### config.mk
export PLATFORM = sky130hd
export DESIGN_NAME = io_uart_tx
export DESIGN_NICKNAME = d
export VERILOG_FILES = /design/src/rtl/io_uart_tx.sv
export SDC_FILE = /design/constraint.sdc
export NUM_CORES = 1
export LEC_CHECK = 0
export CORE_MARGIN = 3
export CORE_UTILIZATION = 63
export DETAILED_ROUTE_END_ITERATION = 12
export PLACE_DENSITY = 0.83
export REMOVE_ABC_BUFFERS = 1
export SLEW_MARGIN = 30
export SYNTH_ARGS = -nofsm -noshare
export SYNTH_HDL_FRONTEND = slang
export SYNTH_SLANG_ARGS = --single-unit
export TNS_END_PERCENT = 100
### constraint.sdc
create_clock -name clk -period 7.9 [get_ports clk]
set_input_delay 1.58 -clock clk [delete_from_list [all_inputs] [get_ports clk]]
set_output_delay 1.58 -clock clk [all_outputs]
set_load 0.005 [all_outputs]
### src/rtl/io_uart_tx.sv
`timescale 1ns/1ps
`default_nettype none
// ============================================================================
//  Module   : io_uart_tx
//  Purpose  : UART transmitter driving one bidirectional fabric pad pair.
//             User logic pushes bytes into a small FIFO. The FSM serialises
//             them as 8N1/8E1/8O1 (or 2 stop bits) frames, LSB first.
//  Revision : 1.0 - initial release
// ----------------------------------------------------------------------------
//  Ports
//    clk      in   system clock
//    rst_n    in   asynchronous active-low reset (synchronous release)
//    en       in   transmitter enable; 0 floats the pad
//    data_i   in   [7:0] byte to send
//    valid_i  in   data_i valid; accepted when valid_i && ready_o
//    ready_o  out  FIFO can accept a byte (registered)
//    io_out   out  serial line to pad I input (registered, idles high)
//    io_oeb   out  pad tristate control, 0 = driving, 1 = hi-Z (registered)
//    busy_o   out  frame in progress or FIFO non-empty
//    level_o  out  [clog2(FIFO_DEPTH):0] FIFO occupancy
// ============================================================================
module io_uart_tx #(
    parameter int CLKS_PER_BIT = 16,   // 2..65535
    parameter int FIFO_DEPTH   = 4,    // power of two, 2..16
    parameter int PARITY       = 0,    // 0 none, 1 even, 2 odd
    parameter int STOP_BITS    = 1     // 1 or 2
) (
    input  logic                          clk,
    input  logic                          rst_n,
    input  logic                          en,
    input  logic [7:0]                    data_i,
    input  logic                          valid_i,
    output logic                          ready_o,
    output logic                          io_out,
    output logic                          io_oeb,
    output logic                          busy_o,
    output logic [$clog2(FIFO_DEPTH):0]   level_o
);

    localparam int              AW         = $clog2(FIFO_DEPTH);
    localparam int              LW         = AW + 1;
    localparam logic [15:0]     BAUD_LAST  = 16'(CLKS_PER_BIT - 1);
    localparam logic [LW-1:0]   DEPTH_L    = LW'(FIFO_DEPTH);
    localparam logic [2:0]      STOP_LAST  = 3'(STOP_BITS - 1);
    localparam bit              HAS_PARITY = (PARITY != 0);
    localparam bit              ODD_PARITY = (PARITY == 2);

    typedef enum logic [2:0] {
        S_IDLE   = 3'd0,
        S_START  = 3'd1,
        S_DATA   = 3'd2,
        S_PARITY = 3'd3,
        S_STOP   = 3'd4
    } state_t;

    // ------------------------------------------------------------------
    // FIFO storage and pointers
    // ------------------------------------------------------------------
    logic [7:0]    mem_q [FIFO_DEPTH];
    logic [AW-1:0] wr_ptr_q;
    logic [AW-1:0] rd_ptr_q;
    logic [LW-1:0] level_q;
    logic [LW-1:0] level_d;
    logic          ready_q;

    // ------------------------------------------------------------------
    // Transmit FSM registers
    // ------------------------------------------------------------------
    state_t        state_q;
    logic [15:0]   baud_q;
    logic [2:0]    bit_cnt_q;
    logic [7:0]    shift_q;
    logic          parity_q;
    logic          io_out_q;
    logic          io_oeb_q;

    logic          do_push;
    logic          do_pop;
    logic          baud_end;
    logic          stop_done;
    logic [7:0]    pop_data;

    assign baud_end  = (baud_q == BAUD_LAST);
    assign stop_done = (state_q == S_STOP) && baud_end && (bit_cnt_q == STOP_LAST);

    // ready_q already reflects the level after the previous edge, so a push
    // can never land in a full FIFO.
    assign do_push   = valid_i && ready_q;

    // Pop only on registered level: a byte pushed this cycle into an empty
    // FIFO is not visible until the next cycle. Pops happen from IDLE or at
    // the very last cycle of STOP so consecutive frames abut.
    assign do_pop    = en && (level_q != '0) &&
                       ((state_q == S_IDLE) || stop_done);

    assign pop_data  = mem_q[rd_ptr_q];

    always_comb begin
        level_d = level_q;
        case ({do_push, do_pop})
            2'b10:   level_d = level_q + LW'(1);
            2'b01:   level_d = level_q - LW'(1);
            default: level_d = level_q;
        endcase
    end

    // Storage needs no reset; the pointers define what is valid.
    always_ff @(posedge clk) begin
        if (do_push) begin
            mem_q[wr_ptr_q] <= data_i;
        end
    end

    always_ff @(posedge clk or negedge rst_n) begin
        if (!rst_n) begin
            wr_ptr_q <= '0;
            rd_ptr_q <= '0;
            level_q  <= '0;
            ready_q  <= 1'b0;
        end else begin
            if (do_push) begin
                wr_ptr_q <= wr_ptr_q + AW'(1);
            end
            if (do_pop) begin
                rd_ptr_q <= rd_ptr_q + AW'(1);
            end
            level_q <= level_d;
            ready_q <= (level_d < DEPTH_L);
        end
    end

    // ------------------------------------------------------------------
    // Transmit FSM with registered pad outputs.
    // io_out_q is derived from the state held before the edge, so the line
    // trails the state by exactly one cycle for every bit. That keeps all
    // bit widths equal and gives the two-cycle push-to-start-bit latency.
    // ------------------------------------------------------------------
    always_ff @(posedge clk or negedge rst_n) begin
        if (!rst_n) begin
            state_q   <= S_IDLE;
            baud_q    <= '0;
            bit_cnt_q <= '0;
            shift_q   <= '0;
            parity_q  <= 1'b0;
            io_out_q  <= 1'b1;
            io_oeb_q  <= 1'b1;
        end else begin
            io_oeb_q <= ~en;

            case (state_q)
                S_START:  io_out_q <= 1'b0;
                S_DATA:   io_out_q <= shift_q[0];
                S_PARITY: io_out_q <= parity_q;
                default:  io_out_q <= 1'b1;
            endcase

            case (state_q)
                S_IDLE: begin
                    if (do_pop) begin
                        shift_q   <= pop_data;
                        parity_q  <= (^pop_data) ^ ODD_PARITY;
                        baud_q    <= '0;
                        bit_cnt_q <= '0;
                        state_q   <= S_START;
                    end
                end

                S_START: begin
                    if (baud_end) begin
                        baud_q    <= '0;
                        bit_cnt_q <= '0;
                        state_q   <= S_DATA;
                    end else begin
                        baud_q <= baud_q + 16'd1;
                    end
                end

                S_DATA: begin
                    if (baud_end) begin
                        baud_q  <= '0;
                        shift_q <= {1'b0, shift_q[7:1]};
                        if (bit_cnt_q == 3'd7) begin
                            bit_cnt_q <= '0;
                            state_q   <= HAS_PARITY ? S_PARITY : S_STOP;
                        end else begin
                            bit_cnt_q <= bit_cnt_q + 3'd1;
                        end
                    end else begin
                        baud_q <= baud_q + 16'd1;
                    end
                end

                S_PARITY: begin
                    if (baud_end) begin
                        baud_q    <= '0;
                        bit_cnt_q <= '0;
                        state_q   <= S_STOP;
                    end else begin
                        baud_q <= baud_q + 16'd1;
                    end
                end

                S_STOP: begin
                    // bit_cnt_q counts stop bits here
                    if (baud_end) begin
                        baud_q <= '0;
                        if (bit_cnt_q == STOP_LAST) begin
                            bit_cnt_q <= '0;
                            if (do_pop) begin
                                shift_q  <= pop_data;
                                parity_q <= (^pop_data) ^ ODD_PARITY;
                                state_q  <= S_START;
                            end else begin
                                state_q  <= S_IDLE;
                            end
                        end else begin
                            bit_cnt_q <= bit_cnt_q + 3'd1;
                        end
                    end else begin
                        baud_q <= baud_q + 16'd1;
                    end
                end

                default: begin
                    state_q <= S_IDLE;
                end
            endcase
        end
    end

    assign io_out  = io_out_q;
    assign io_oeb  = io_oeb_q;
    assign ready_o = ready_q;
    assign level_o = level_q;
    assign busy_o  = (state_q != S_IDLE) || (level_q != '0);

endmodule
`default_nettype wire

---- Word level (Yosys, flattened, before mapping) ----
Memories as Yosys holds them, arrays and structs flattened.
Index checks and enable logic that the tools add are counted.
cells by class
  add/subtract/negate cells ............... 6
  $lt $le $gt $ge ......................... 1
  eq/ne operators ......................... 16
  mux-type cells .......................... 32
  bitwise logic cells ..................... 1
  reductions and logical operators ........ 23
operators by type and width
  operator                                              count
  2-to-1 mux 3 bit                                      13
  2-to-1 mux 16 bit                                     2
  2-to-1 mux 8 bit                                      4
  case mux 16 bit (2 select lines)                      1
  case mux 8 bit (3 select lines)                       1
  adder 16 x 1 -> 16 bit, second input constant         1
  equality test 16 x 4 -> 1 bit, second input constant  1
  case mux 3 bit (5 select lines)                       1
  != test 2 bit, second input constant                  6
  case mux 3 bit (4 select lines)                       1
  nonzero test 3 bit                                    3
  parity 8 bit                                          1
  AND reduction 7 bit                                   1
  adder 3 x 1 -> 3 bit, second input constant           2
  equality test 3 x 2 -> 1 bit, second input constant   2
  equality test 3 bit, second input constant            2
  logical NOT 3 bit                                     2
  2-to-1 mux 1 bit                                      6
  case mux 3 bit (2 select lines)                       1
  logical AND 1 bit                                     5
  AND reduction 5 bit                                   1
  adder 2 x 1 -> 2 bit, second input constant           2
  != test 2 x 1 -> 1 bit, second input constant         2
  AND reduction 4 bit                                   1
  15 further kinds                                      17
storage, ports and cells
  register bits ........................... 41
  bits in writable memories ............... 32
  input port bits ......................... 12
  output and inout bits ................... 7
  logic and storage cells ................. 91
  memories ................................ 1
memories
  memory  depth  width  read ports  clocked after Yosys merged registers in  wr ports  line  source
  mem_q   4      8      1           0                                        1         59    logic [7:0] mem_q [FIFO_DEPTH];

---- Longest topological paths before layout ----
  word-level depth ........................ 9
  gate-level depth with buffers ........... 12
  mapped depth without buffers ............ 11

---- Least setup slack after synthesis ----
Ideal clock, no wire load.
  kind .................................... input to register
  from .................................... input port en
  to ...................................... register level_q[1] (netlist: level_o[1])
  library setup time ...................... 0.125 ns
  data arrival time ....................... 3.124 ns
  required time ........................... 7.775 ns
  slack ................................... 4.651 ns
  cell stages on the path ................. 6
  buffers on the path ..................... 0
  cell sequence ........................... o31ai_1 -> or3_1 -> a21oi_2 -> ha_1 -> fa_1 -> mux2_2
on the way
  cells in the longest elaborated chain, start to end .. 4
  elaborated cells on any way between the ends .. 5
  classes of those cells .................. eq/ne: 2; mux: 1; reduce/logical: 2
RTL lines
  item                                                                        line  source
  start: declaration                                                          30    input logic en,
  logical AND 1 bit (*) (2 in a row)                                          93    assign do_pop = en && (level_q != '0) &&
  named net do_pop                                                            78    logic do_pop;
  equality test 2 x 1 -> 1 bit / equality test 2 bit (equally long branches)  100   case ({do_push, do_pop})
  case mux 3 bit (2 select lines) (*)                                         100
  end signal: assignment                                                      127   level_q <= level_d;
  end: declaration                                                            62    logic [LW-1:0] level_q;
The timed path passes the listed nets; every way through them passes the cells marked *.
A chain may end at the register's enable or synchronous reset.

---- Worst setup path after layout ----
  from .................................... register state_q[0]
  to ...................................... output port busy_o
on the way
  cells in the longest elaborated chain, start to end .. 2
RTL lines
  item                      line  source
  start: declaration        69    state_t state_q;
  start signal: assignment  184   state_q <= HAS_PARITY ? S_PARITY : S_STOP;
  nonzero test 3 bit        235   assign busy_o = (state_q != S_IDLE) || (level_q != '0);
  logical OR 1 bit          235
  end: declaration          36    output logic busy_o,
No other way between the ends.

==> out/results.txt <==
Slowest CP cell = dfrtp_1
Clock skew = 9.44 ps
Cells after synthesis = 274
Switch share = 35.1%
Final Power = 1.37 mW
Critical path class = register to primary output
Maximum vdd ir drop = 0.256 mV
Count of cell types in the netlist = 46
Final setup fails = 0
Largest net degree at the start of global routing = 42
CP max stage delay = 550 ps
Avg Inst Size Synth = 12.7 um^2
Die area = 6430 um^2
Logic pwr share = 35.7%
Cell area after synthesis = 3470 um^2
Max Fclk = 282 MHz
Layout cells sized above 1 = 14.8%
TNS Setup = 0 ps
Vias per cell = 6.17
Post-detail-place hpwl = 4.51 mm
Int Power = 0.889 mW
Nets@finish = 315
Clock Tree Root = clkbuf_8
Hold Fails Final Rpt = 0
Initial antenna violation count = 0
Initial Utilization = 66.6%
Crit path DAT = 1970 ps
Clock power share = 21.2%
Vias = 2272
Status = finished clean
Num CTS Buffers = 9
Hold Buf Count CTS = 0
Worst-Skew Late Latency = 340 ps
Area grow syn2layout = 11.9%
Die Wd = 80.2 um
RSZ-0062 raised after global routing = no
Initial drt markers = 195
CTS sink cnt = 73
Core area = 5200 um^2
Max-Slew Margin vs Limit = 52.7%
P_leak = 1.54 nW
CTS tree = done
Setup bufs post-CTS = 0
Resize count post-CTS = 0
Worst Hold Class = register to register
# rows = 26
Flop pwr share = 43.1%
CP delay by family, top = simple AND/OR/NAND/NOR gates
FILL cells = 339
Port Buf Inserts = 18
I/O pin total = 19
Fin crit period = 3550 ps
Required time worst endpoint = 6320 ps
Crit start category = register
Drt first pass iters = 4
Final slew viol count = 0
Crit-path cells = nor3_1 -> nand2_1 -> clkdlybuf4s50_1
Share of the clock period used by the worst path = 44.9%
Antenna-violating nets left = 0
Slew @ Worst Pin = 709 ps
# H-tree levels = 3
Worst Setup End Kind = primary output
WP buf/inv = 1
Sequential element share of the synthesized area = 57.4%
Ant diodes = 0
GR Util All Layers = 22.0%
Longest Clk Path Bufs = 2
Routability cong. = 0.764
PwrDens = 353 nW/um^2
First-pass GRT wire length = 10.6 mm
Net Sw Power = 0.481 mW
Vias in the first global route = 2229
Clk slew on worst S/H paths = 80 ps
Drt total wl = 6.43 mm
Die Span Y = 80.2 um
Number of synthesized register bits = 73
DRC = 0
Warnings from Yosys = 0
WL/cell = 17.5 um
Max-cap violations = 0
Crit-path max FO = 15
Total grt overflow = 0
[sequential cells by signal (all words and copies together), names as in the netlist, named ones only]
register,flops
mem_q,32
baud_q,16
shift_q,8
bit_cnt_q,3
state_q,3
level_o,2
rd_ptr_q,2
wr_ptr_q,2
io_oeb,1
io_out,1
parity_q,1
ready_o,1
[power by group through the flow]
stage / combinational (mW) / sequential [mW] / clock (mW)
floorplan: 0.356 / 0.566 / 0
global placement: 0.467 / 0.589 / 0
detailed placement: 0.489 / 0.595 / 0
finish: 0.489 / 0.591 / 0.290
CTS: 0.495 / 0.590 / 0.296
global route: 0.539 / 0.601 / 0.313
[cells in the mapped netlist, drive strengths merged]
cell,n,area [um^2]
fa,1,20.0
a211oi,1,7.51
mux2i,1,10.0
nor4,4,25.0
a31oi,2,12.5
dfstp,2,52.6
buf,4,28.8
a22oi,1,7.51
nand4,5,31.3
nand3,4,20.0
o22ai,1,6.26
dfrtp,39,976
o31ai,4,30.0
a311oi,1,8.76
xor2,3,26.3
or2,4,25.0
nand2b,4,25.0
nor3,10,50.1
edfxtp,32,961
inv,10,37.5
and3,9,56.3
a21o,3,22.5
ha,9,113
clkbuf,6,23.8
nand2,21,78.8
o21ai,26,130
mux4,8,203
nor2,10,42.5
a21boi,2,15.0
xnor2,10,87.6
or3,4,25.0
a21oi,8,47.6
nand3b,3,22.5
a22o,4,35.0
and4,1,8.76
mux2,17,195
[cell type report]
type	count	area [um^2]	area share, %
Clock buffer	9	124	3.19
Clock inverter	7	77.6	2.00
Inverter	10	37.5	0.967
Multi-Input combinational cell	181	1390	35.8
Sequential cell	73	1990	51.3
Tap cell	70	87.6	2.26
Timing Repair Buffer	18	178	4.58
[through the flow]
stage	utilization [%]	setup slack (ps)	hold slack (ps)	cells	cell area (um^2)
global placement	70.6	4090	485	352	3680
finish	74.6	4350	518	368	3880
floorplan	-	4650	465	264	3410
global route	74.6	4210	535	368	3880
detailed placement	70.6	3980	491	352	3680
CTS	74.5	4340	509	368	3880
[worst paths after layout]
kind / from / endpoint / slack [ps] / cells after the start
setup / recovery: state_q[0] / busy_o / 4350 / 3
hold / removal: shift_q[5] / shift_q[5] / 520 / 1
setup reg to reg: baud_q[8] / level_o[1] / 5110 / 7
hold reg to reg: shift_q[5] / shift_q[5] / 520 / 1
max in group asynchronous: rst_n / io_out / 6330 / 1
min in group asynchronous: rst_n / baud_q[6] / 1200 / 1
[per-layer routing]
layer / routed length [um] / up-vias / global-route usage, %
met5: 0 / - / 0
met4: 130 / 0 / 9.63
met3: 245 / 13 / 4.04
met2: 3300 / 63 / 36.3
met1: 2760 / 1128 / 28.6
li1: - / 1068 / -
[kinds of logic after synthesis]
family	synth area share (%)
xor gates and xnor gates	3.28
DFF	57.4
AOI/OAI and AO/OA	9.31
muxes	11.8
buffers and inverters	2.60
and+or+nand+nor	11.8
adders and majority gates	3.83
[layout by cell type (no fill, tap or decap), types with 3 or more instances in the layout]
cell,Yosys,routed
xor2_1,3,3
inv_1,10,10
xnor2_1,10,10
mux4_1,6,6
nand4_1,5,5
nor4_1,4,4
a21oi_1,6,6
nand3_1,4,4
or3_1,4,4
dfrtp_1,39,39
nor3_1,10,10
clkbuf_8,0,9
edfxtp_1,32,32
o21ai_0,24,24
ha_1,9,9
nand2_1,21,21
nand2b_1,4,4
a22o_1,4,4
o31ai_1,4,4
mux2_2,16,16
and3_1,9,9
nand3b_1,3,3
nor2_1,8,8
a21o_1,3,3
clkdlybuf4s50_1,0,17
(Power assumes the default switching activity.)
